--- config.mk ---
export PLATFORM = sky130hd
export DESIGN_NAME = trdb_apb_regif
export DESIGN_NICKNAME = d
export VERILOG_FILES = /design/src/rtl/trdb_apb_regif.sv
export SDC_FILE = /design/constraint.sdc
export NUM_CORES = 1
export LEC_CHECK = 0
export CORE_MARGIN = 4
export CORE_UTILIZATION = 35
export CTS_CLUSTER_DIAMETER = 100
export DETAILED_ROUTE_END_ITERATION = 12
export GPL_ROUTABILITY_DRIVEN = 1
export PLACE_DENSITY = 0.88
export SLEW_MARGIN = 0
export SYNTH_ARGS = -nofsm -noshare
export SYNTH_HDL_FRONTEND = slang
export SYNTH_SLANG_ARGS = --single-unit
--- constraint.sdc ---
create_clock -name clk_i -period 2.85 [get_ports clk_i]
set_input_delay 0.57 -clock clk_i [delete_from_list [all_inputs] [get_ports clk_i]]
set_output_delay 0.57 -clock clk_i [all_outputs]
set_load 0.02 [all_outputs]
--- src/rtl/trdb_apb_regif.sv ---
`default_nettype none
// trdb_apb_regif: APB3 slave for the trace encoder control/status registers.
// Define TRDB_TRIG_CNT_EN to map the TRIG_CNT register at offset 0xC.
module trdb_apb_regif #(
   parameter int unsigned ADDR_W   = 4,
   parameter logic [31:0] ID_VALUE = 32'h7DB0_0001
) (
   input  logic              clk_i,
   input  logic              rst_ni,
   input  logic              psel_i,
   input  logic              penable_i,
   input  logic              pwrite_i,
   input  logic [ADDR_W-1:0] paddr_i,
   input  logic [31:0]       pwdata_i,
   output logic [31:0]       prdata_o,
   output logic              pready_o,
   output logic              pslverr_o,
   input  logic              trace_req_on_i,
   input  logic              trace_req_off_i,
   output logic              trace_activated_o,
   output logic              trace_enable_o,
   output logic              nocontext_o,
   output logic              notime_o,
   output logic              delta_address_o
);

   typedef enum logic [1:0] {
      S_IDLE = 2'd0,
      S_WAIT = 2'd1,
      S_RESP = 2'd2
   } state_t;

   state_t            r_state, w_state_nxt;
   logic [ADDR_W-3:0] r_word;
   logic              r_write;
   logic [5:0]        r_wdata;
   logic              r_activated, r_nocontext, r_notime, r_delta;
   logic              r_enable, r_off_seen;

   logic w_resp, w_sel_ctrl, w_sel_status, w_sel_id, w_mapped;
   logic w_ctrl_wr, w_sw_on, w_sw_off, w_w1c, w_activated_nxt;
   logic w_enable_nxt, w_off_set;
   logic w_unused;

   assign w_unused = ^{pwdata_i[31:6], paddr_i[1:0]};

   always_ff @(posedge clk_i or negedge rst_ni) begin
      if (!rst_ni) r_state <= S_IDLE;
      else         r_state <= w_state_nxt;
   end

   always_comb begin
      w_state_nxt = r_state;
      case (r_state)
         S_IDLE:  if (psel_i && penable_i) w_state_nxt = S_WAIT;
         S_WAIT:  w_state_nxt = psel_i ? S_RESP : S_IDLE;
         S_RESP:  w_state_nxt = S_IDLE;
         default: w_state_nxt = S_IDLE;
      endcase
   end

   // Transfer attributes are captured once so the response never depends on live bus inputs.
   always_ff @(posedge clk_i or negedge rst_ni) begin
      if (!rst_ni) begin
         r_word  <= '0;
         r_write <= 1'b0;
         r_wdata <= '0;
      end else if (r_state == S_IDLE && psel_i && penable_i) begin
         r_word  <= paddr_i[ADDR_W-1:2];
         r_write <= pwrite_i;
         r_wdata <= pwdata_i[5:0];
      end
   end

   assign w_resp       = (r_state == S_RESP);
   assign w_sel_ctrl   = (r_word == (ADDR_W-2)'(0));
   assign w_sel_status = (r_word == (ADDR_W-2)'(1));
   assign w_sel_id     = (r_word == (ADDR_W-2)'(2));

`ifdef TRDB_TRIG_CNT_EN
   logic [31:0] r_trig_cnt;
   logic        w_sel_cnt;
   assign w_sel_cnt = (r_word == (ADDR_W-2)'(3));
   assign w_mapped  = w_sel_ctrl | w_sel_status | w_sel_id | w_sel_cnt;

   // A clearing write takes precedence over a rising edge of trace_enable in the same cycle.
   always_ff @(posedge clk_i or negedge rst_ni) begin
      if (!rst_ni)                             r_trig_cnt <= '0;
      else if (w_resp && r_write && w_sel_cnt) r_trig_cnt <= '0;
      else if (!r_enable && w_enable_nxt)      r_trig_cnt <= r_trig_cnt + 32'd1;
   end
`else
   assign w_mapped = w_sel_ctrl | w_sel_status | w_sel_id;
`endif

   assign w_ctrl_wr       = w_resp && r_write && w_sel_ctrl;
   assign w_sw_on         = w_ctrl_wr && r_wdata[4];
   assign w_sw_off        = w_ctrl_wr && r_wdata[5];
   assign w_w1c           = w_resp && r_write && w_sel_status && r_wdata[1];
   assign w_activated_nxt = w_ctrl_wr ? r_wdata[0] : r_activated;

   always_comb begin
      w_enable_nxt = r_enable;
      w_off_set    = 1'b0;
      if (!w_activated_nxt) begin
         w_enable_nxt = 1'b0;
      end else if (trace_req_off_i) begin
         w_enable_nxt = 1'b0;
         w_off_set    = 1'b1;
      end else if (trace_req_on_i) begin
         w_enable_nxt = 1'b1;
      end else if (w_sw_off) begin
         w_enable_nxt = 1'b0;
      end else if (w_sw_on) begin
         w_enable_nxt = 1'b1;
      end
   end

   always_ff @(posedge clk_i or negedge rst_ni) begin
      if (!rst_ni) begin
         r_activated <= 1'b0;
         r_nocontext <= 1'b1;
         r_notime    <= 1'b1;
         r_delta     <= 1'b1;
         r_enable    <= 1'b0;
         r_off_seen  <= 1'b0;
      end else begin
         r_activated <= w_activated_nxt;
         if (w_ctrl_wr) begin
            r_nocontext <= r_wdata[1];
            r_notime    <= r_wdata[2];
            r_delta     <= r_wdata[3];
         end
         r_enable <= w_enable_nxt;
         if (w_off_set)  r_off_seen <= 1'b1;
         else if (w_w1c) r_off_seen <= 1'b0;
      end
   end

   always_comb begin
      prdata_o  = '0;
      pready_o  = 1'b0;
      pslverr_o = 1'b0;
      if (w_resp) begin
         pready_o = 1'b1;
         if (w_sel_ctrl)        prdata_o = {28'd0, r_delta, r_notime, r_nocontext, r_activated};
         else if (w_sel_status) prdata_o = {30'd0, r_off_seen, r_enable};
         else if (w_sel_id)     prdata_o = ID_VALUE;
`ifdef TRDB_TRIG_CNT_EN
         else if (w_sel_cnt)    prdata_o = r_trig_cnt;
`endif
         if (!w_mapped) pslverr_o = 1'b1;
      end
   end

   assign trace_activated_o = r_activated;
   assign trace_enable_o    = r_enable;
   assign nocontext_o       = r_nocontext;
   assign notime_o          = r_notime;
   assign delta_address_o   = r_delta;

endmodule
`default_nettype wire

After elaboration in Yosys (flattened, before gate mapping). Index checks and enable logic that the tools add are counted.

Output and inout bits: 39. Logic and storage cells: 50. Input port bits: 43. Register bits: 17.

Reductions and logical operators: 12. Eq/ne operators: 6. Mux-type cells: 20. Bitwise operators: 2.

Operators with widths (count): 2-to-1 mux 31 bit (3); 2-to-1 mux 32 bit (1); 2-to-1 mux 1 bit (13); logical AND 1 bit (9); != test 5 bit (second input constant) (1); equality test 2 x 1 -> 1 bit (second input constant) (2); equality test 2 bit (second input constant) (2); logical NOT 2 bit (2); 2-to-1 mux 2 bit (2); one-hot mux 2 bit (2 select lines) (1); != test 2 bit (second input constant) (1); OR 1 bit (2); nonzero test 2 bit (1).

Logic depth before layout (Yosys ltp). Gate-level depths: netlist of run 1.

Word-level depth: 9. Gate-level depth with buffers: 5. Mapped depth without buffers: 4.

Least setup slack after synthesis of run 1. No wires, ideal clock.

Path kind: reg-to-output. Start point: register r_state[0]. End point: output prdata_o[21]. Data arrival time: 1646 ps. Required time: 2280 ps. Path buffers: 1. Slack: 634 ps. Cell stages (with the launch flop): 6. Path through: dfrtp_1 -> nand2b_1 -> inv_1 -> nand2_1 -> nor2_1 -> buf_4.

Longest elaborated chain between the ends: 2.

Ends and longest elaborated chain: start, declared (RTL line 33) `state_t r_state, w_state_nxt;`; start signal, assigned (RTL line 49) `else r_state <= w_state_nxt;`; equality test 2 bit (RTL line 75) `assign w_resp = (r_state == S_RESP);`; 2-to-1 mux 32 bit (RTL line 144) `if (w_resp) begin`; end, declared (RTL line 15) `output logic [31:0] prdata_o,`.

Every way passes these cells.

Worst setup path in the final report of run 1.
Start point: register r_word[0]. End point: output prdata_o[3].

Longest elaborated chain between the ends: 4.

Ends and longest elaborated chain: start, declared (RTL line 34) `logic [ADDR_W-3:0] r_word;`; start signal, assigned (RTL line 69) `r_word <= paddr_i[ADDR_W-1:2];`; equality test 2 x 1 -> 1 bit (RTL line 77) `assign w_sel_status = (r_word == (ADDR_W-2)'(1));`; 2-to-1 mux 31 bit (RTL line 147) `else if (w_sel_status) prdata_o = {30'd0, r_off_seen, r_enable};`; 2-to-1 mux 31 bit (*) (RTL line 146) `if (w_sel_ctrl) prdata_o = {28'd0, r_delta, r_notime, r_nocontext, r_activated};`; 2-to-1 mux 32 bit (*) (RTL line 144).

Every way passes the cells marked *; elsewhere a longest branch is shown, timed or not.

==> flow_metrics.tcl, run 1 <==
set metrics [dict create \
    via_count 684 \
    critPathRequiredTime_ns 2.28 \
    setup_violations 0 \
    cpMaxStageDelayCell "clkdlybuf4s50_1" \
    clkSinkCount 17 \
    synth-main-ff-cell "dfrtp_1" \
    total_power_uw 697 \
    core-area_um2 2780 \
    synthMuxAreaShare 0.156 \
    busiest_layer "met2" \
    stdcell_count 146 \
    path_clk_slew_ns 0.09 \
    synth_edf_count 0 \
    rows 19 \
    rsz0062_at_grt "false" \
    synth_area_leaders "dfrtp_1 34%, buf_4 20%, mux2_2 8.8%" \
    yosysUniqueCellTypes 31 \
    grt_max_degree 18 \
    min_period_over_period 0.933 \
    routedWlPerCell_um 13.8 \
    yosysSeqAreaShare 0.417 \
    crit_arrival_ns 2.09 \
    fin_nets 159 \
    dp.cells 142 \
    tightest_slew_ns 0.726 \
    min_path_type "register to register" \
    ys_top_cells_by_count "27 x buf_4, 14 x dfrtp_1, 8 x mux2_2" \
    io_pins 82 \
    fin_util 0.460 \
    synthAdderAreaFrac 0 \
    antenna_found_initial 0 \
    multi_input_area_um2 434 \
    synth-xor-area-share 0 \
    endpoint_kind "primary output" \
    cts_setup_buffers 0 \
    fin_area_um2 1280 \
    cts-buffers-inserted 3 \
    synth-simple-area-share 0.128 \
    avgSynthCellArea_um2 11.6 \
    dp_hpwl_mm 1.63 \
    cts_root_buffer "clkbuf_4" \
    tritoncts "built" \
    cpPeakStageDelay_ns 0.61 \
    crit_chain "nor4b_4, and2_2, clkdlybuf4s50_1" \
    drtIter0Drc 8 \
    grt_first_pass_wirelength_mm 3.39 \
    via_per_inst 4.68 \
    clk_path_buf_depth 2 \
    met3_usage 0.0288 \
    yosysTopAreaCell "dfrtp_1" \
    finalMaxSlewViolations 0 \
    overflow 0 \
    clkLatencyLatePin_ns 0.29 \
    async_flop_share 1.00 \
    track_usage 0.107 \
    portBuffers 34 \
    dieArea_um2 3870 \
    htree_levels 1 \
    max_freq_ghz 0.376 \
    worstSetupStartpointType "register" \
    crit_start "r_word[0]" \
    yosysWarnings 0 \
    hold_viol_final 0 \
    drcViolationCount 0 \
    gr-usage-met1 0.111 \
    seqCellArea_um2 429 \
    critPathMaxFanout 9 \
    max-slew-margin-rel 0.514 \
    synth_compound_area_frac 0.0669 \
    place_area_um2 1250 \
    hp-start "r_wdata[5]" \
    syn-cell-area_um2 1030 \
    area_growth_pct 24.5 \
    layout_min_cycle_time_ns 2.66 \
    diodes 0 \
    maxCapViolCount 0 \
    fp.dieW_um 62.2 \
    synth.top_cell.area_share 0.341 \
    tns_ns 0 \
    p_leak_nw 0.549 \
    status "complete, no violations" \
    synthCells 89 \
    die_y_um 62.2 \
    drive_gt1_frac 0.243 \
    power.density_nw_per_um2 545 \
    place.gp.congestion 0.873 \
    initial_core_util 0.370 \
    cts-hold-fix-buffers 0 \
    synth_top_family_by_area "buffers and inverters" \
    ant_nets 0 \
    yosysMostFrequentCell "buf_4" \
    post_cts_resized 0 \
    first_pass_iters 4 \
    path_delay_family "simple AND/OR/NAND/NOR gates" \
    synth_seq_cells 17 \
    wl_mm 2.02 \
    clock_skew_ns 0.00284 \
    reg2reg_from "r_word[0]" \
    critical_path_class "register to primary output" \
    use_met2 0.197 \
    num-fill-cells 242 \
    vdd_ir_drop_max_v 0.000460 \
    timing.critical_path.buf_inv 1 \
    grt_pass1_vias 720 \
]
==> through the flow <==
step,hold slack [ns],setup slack [ns]
after floorplan,0.274,0.634
after global placement,0.484,0.441
after detailed placement,0.494,0.345
after CTS,0.513,0.0145
after global routing,0.548,0.0209
final,0.506,0.190
==> layout make-up <==
type,count,area share
Clock buffer,4,0.0205
Inverter,3,0.00880
Multi-Input combinational cell,57,0.339
Sequential cell,17,0.335
Tap cell,31,0.0303
Timing Repair Buffer,34,0.266
==> worst paths after layout <==
kind                       slack (ns)  depth (start not counted)                end
hold / removal                   0.51                          1         r_wdata[5]
max in group asynchronous        1.69                          1         r_off_seen
setup / recovery                 0.19                          3        prdata_o[3]
setup reg to reg                 1.33                          3  trace_activated_o
hold reg to reg                  0.51                          1         r_wdata[5]
min in group asynchronous        0.70                          1         r_wdata[3]
==> state kept, by name, indices dropped and copies added, names as in the netlist <==
| name | count |
|---|---|
| notime_o | 1 |
| delta_address_o | 1 |
| trace_activated_o | 1 |
| r_state | 2 |
| r_off_seen | 1 |
| nocontext_o | 1 |
| r_write | 1 |
| r_word | 2 |
| r_wdata | 6 |
| trace_enable_o | 1 |
==> kinds of logic after synthesis <==
group	count (synthesis)
AND/OR/NAND/NOR	16
multiplexers	13
buffers and inverters	33
other	1
AO/OA/AOI/OAI	9
flip-flops	17
==> cells in the final DEF, fill, tap and decap left out <==
cell and count:
a21oi_1 1, and2_2 2, and3_2 1, and3b_1 1, and4bb_2 1, clkbuf_1 1, clkbuf_4 3, clkdlybuf4s50_1 34
conb_1 19, dfrtp_1 14, dfstp_2 3, inv_1 3, mux2_2 8, mux2_4 4, mux2i_1 1, nand2_1 2
nand2_4 1, nand2b_1 1, nand3_1 2, nand4_1 1, nor2_2 1, nor3_1 1, nor4b_4 1, o2111ai_1 1
o211ai_1 1, o21ai_0 2, o21ba_2 1, o221ai_1 1, o311a_2 1, o31ai_1 1, or4b_4 1
==> report_power, final <==
group          internal (mW)  total, mW  switching (mW)  leakage (nW)
clock                 0.0546      0.128          0.0732        0.0150
combinational          0.115      0.214          0.0991         0.334
sequential             0.299      0.355          0.0566         0.201
==> metal layers <==
layer,vias up,part of all wire
met1,318,0.38
li1,313,-
met3,5,0.10
met2,48,0.49
met5,-,0
met4,0,0.023
Note: power is estimated with default switching activity, not from simulation.
==> inputs of run 2 (changes only) <==
--- a/config.mk
+++ b/config.mk
@@ -5,6 +5,7 @@
 export SDC_FILE = /design/constraint.sdc
 export NUM_CORES = 1
 export LEC_CHECK = 0
+export CORE_ASPECT_RATIO = 0.75
 export CORE_MARGIN = 4
 export CORE_UTILIZATION = 35
 export CTS_CLUSTER_DIAMETER = 100
==> run 2 against run 1 <==
Die area is 0.23% higher. Design area is 2.0% higher. Highest routed layer unchanged. Combinational power hardly changed. Hold slack worse by 0.0027 ns. Critical path depth stayed put.
==> flow_metrics.tcl, run 2 (synthesis results as in run 1) <==
set metrics [dict create \
    crit_chain "nor4b_4, and2_2, clkdlybuf4s50_1" \
    wl_mm 2.04 \
    post_cts_resized 0 \
    min_path_type "register to register" \
    p_seq_frac 0.480 \
    htree_levels 1 \
    ff2ff_path_depth 3 \
    vdd_ir_drop_max_v 0.000307 \
    dp_hpwl_mm 1.67 \
    crit_path_end "prdata_o[3]" \
    drtIter0Drc 15 \
    via_count 683 \
    holdPathStages 1 \
    p_sw_uw 230 \
    r2r_slack_ns 1.31 \
    worstSetupStartpointType "register" \
    grt_first_pass_wirelength_mm 3.14 \
    fin_nets 159 \
    rows 16 \
    power.density_nw_per_um2 569 \
    ant_nets 0 \
    initial_core_util 0.381 \
    reg2reg_from "r_word[0]" \
    cpMaxStageDelayCell "clkdlybuf4s50_1" \
    setup_violations 0 \
    antenna_found_initial 0 \
    drcViolationCount 0 \
    layout_common_cells "34 x clkdlybuf4s50_1, 19 x conb_1, 14 x dfrtp_1" \
    clkLatencyLatePin_ns 0.25 \
    num-fill-cells 263 \
    tns_ns 0 \
    cts-hold-fix-buffers 0 \
    rsz0062_at_grt "false" \
    min_period_over_period 0.917 \
    critical_path_class "register to primary output" \
    endpoint_kind "primary output" \
    p_clk_frac 0.231 \
    overflow 0 \
    io_pins 82 \
    p_int_uw 513 \
    finalMaxSlewViolations 0 \
    hold_viol_final 0 \
    routedWlPerCell_um 13.5 \
    max-slew-margin-rel 0.516 \
    maxCapViolCount 0 \
    place.gp.congestion 0.765 \
    r2r-end "trace_activated_o" \
    cp.depth 3 \
    grt_max_degree 18 \
    timing.critical_path.buf_inv 1 \
    max_freq_ghz 0.383 \
    crit_arrival_ns 2.04 \
    clkSinkCount 17 \
    status "complete, no violations" \
    place_area_um2 1260 \
    cts_setup_buffers 0 \
    hp-start "r_wdata[5]" \
    track_usage 0.107 \
    reg_top3 "r_wdata x6, r_state x2, r_word x2" \
    fin_area_um2 1310 \
    area_growth_pct 26.9 \
    swShare 0.309 \
    clk_path_buf_depth 2 \
    tightest_slew_ns 0.724 \
    via_per_inst 4.52 \
    fp.dieW_um 70.6 \
    crit_start "r_word[0]" \
    pre_cts_slack_ns 0.390 \
    core-area_um2 2700 \
    cts_root_buffer "clkbuf_8" \
    critPathMaxFanout 9 \
    first_pass_iters 4 \
    fin_ws_ns 0.237 \
    p_leak_nw 0.557 \
    path_clk_slew_ns 0.06 \
    path_delay_family "simple AND/OR/NAND/NOR gates" \
    regMostFlops "r_wdata" \
    diodes 0 \
    tritoncts "built" \
    combPwrFrac 0.289 \
    clock_skew_ns 0.00468 \
    layout_min_cycle_time_ns 2.61 \
    grt_pass1_vias 655 \
    largest_register_ff_count 6 \
    hold_ws_ns 0.504 \
    portBuffers 34 \
    critPathRequiredTime_ns 2.28 \
    die_y_um 54.9 \
    cts-buffers-inserted 3 \
    drive_gt1_frac 0.243 \
    cpPeakStageDelay_ns 0.60 \
    dieArea_um2 3880 \
    layout_commonest_cell "clkdlybuf4s50_1" \
]
==> run 2: cell counts in the layout (fill, tap and decap cells not counted) <==
Identical to the previous run, type by type.
==> run 2: worst min-delay path by stage <==
stage | endpoint | slack [ns]
floorplan | r_off_seen | 0.27
global placement | r_wdata[5] | 0.48
detailed placement | r_wdata[5] | 0.49
CTS | r_wdata[5] | 0.51
global route | r_wdata[5] | 0.53
finish | r_wdata[5] | 0.50
==> run 2: per-stage QoR <==
step / std cells / power (mW) / util
floorplan: 107 / 0.507 / -
global placement: 147 / 0.561 / 0.465
detailed placement: 147 / 0.575 / 0.465
CTS: 151 / 0.751 / 0.482
global route: 151 / 0.780 / 0.483
finish: 151 / 0.743 / 0.483
==> run 2: worst register-to-register path, delay by kind of cell (launching register included) <==
family        cells  cell delay (ns)
simple gates      2             0.61
flops             1             0.50
mux               1             0.31
==> run 2: power groups by stage <==
stage | combinational (mW) | sequential, mW | clock (mW)
6_report | 0.215 | 0.357 | 0.171
5_1_grt | 0.229 | 0.365 | 0.186
4_1_cts | 0.217 | 0.357 | 0.177
3_5_place_dp | 0.216 | 0.359 | 0
3_3_place_gp | 0.207 | 0.354 | 0
2_1_floorplan | 0.150 | 0.357 | 0
==> run 2: routing by layer <==
metal  vias to the layer above  GRT usage  routed length, um  share of wire
met1                       316      0.127                840           0.41
met4                         0     0.0531                 29          0.014
li1                        312          -                  -              -
met3                         4     0.0325                252           0.12
met2                        51      0.183                915           0.45
met5                         -          0                  0              0
==> run 2: layout make-up <==
class	count	area, um2	area share
Tap cell	36	45.0	0.0345
Sequential cell	17	429	0.329
Timing Repair Buffer	34	340	0.261
Multi-Input combinational cell	57	434	0.333
Inverter	3	11.3	0.00863
Clock buffer	4	45.0	0.0345
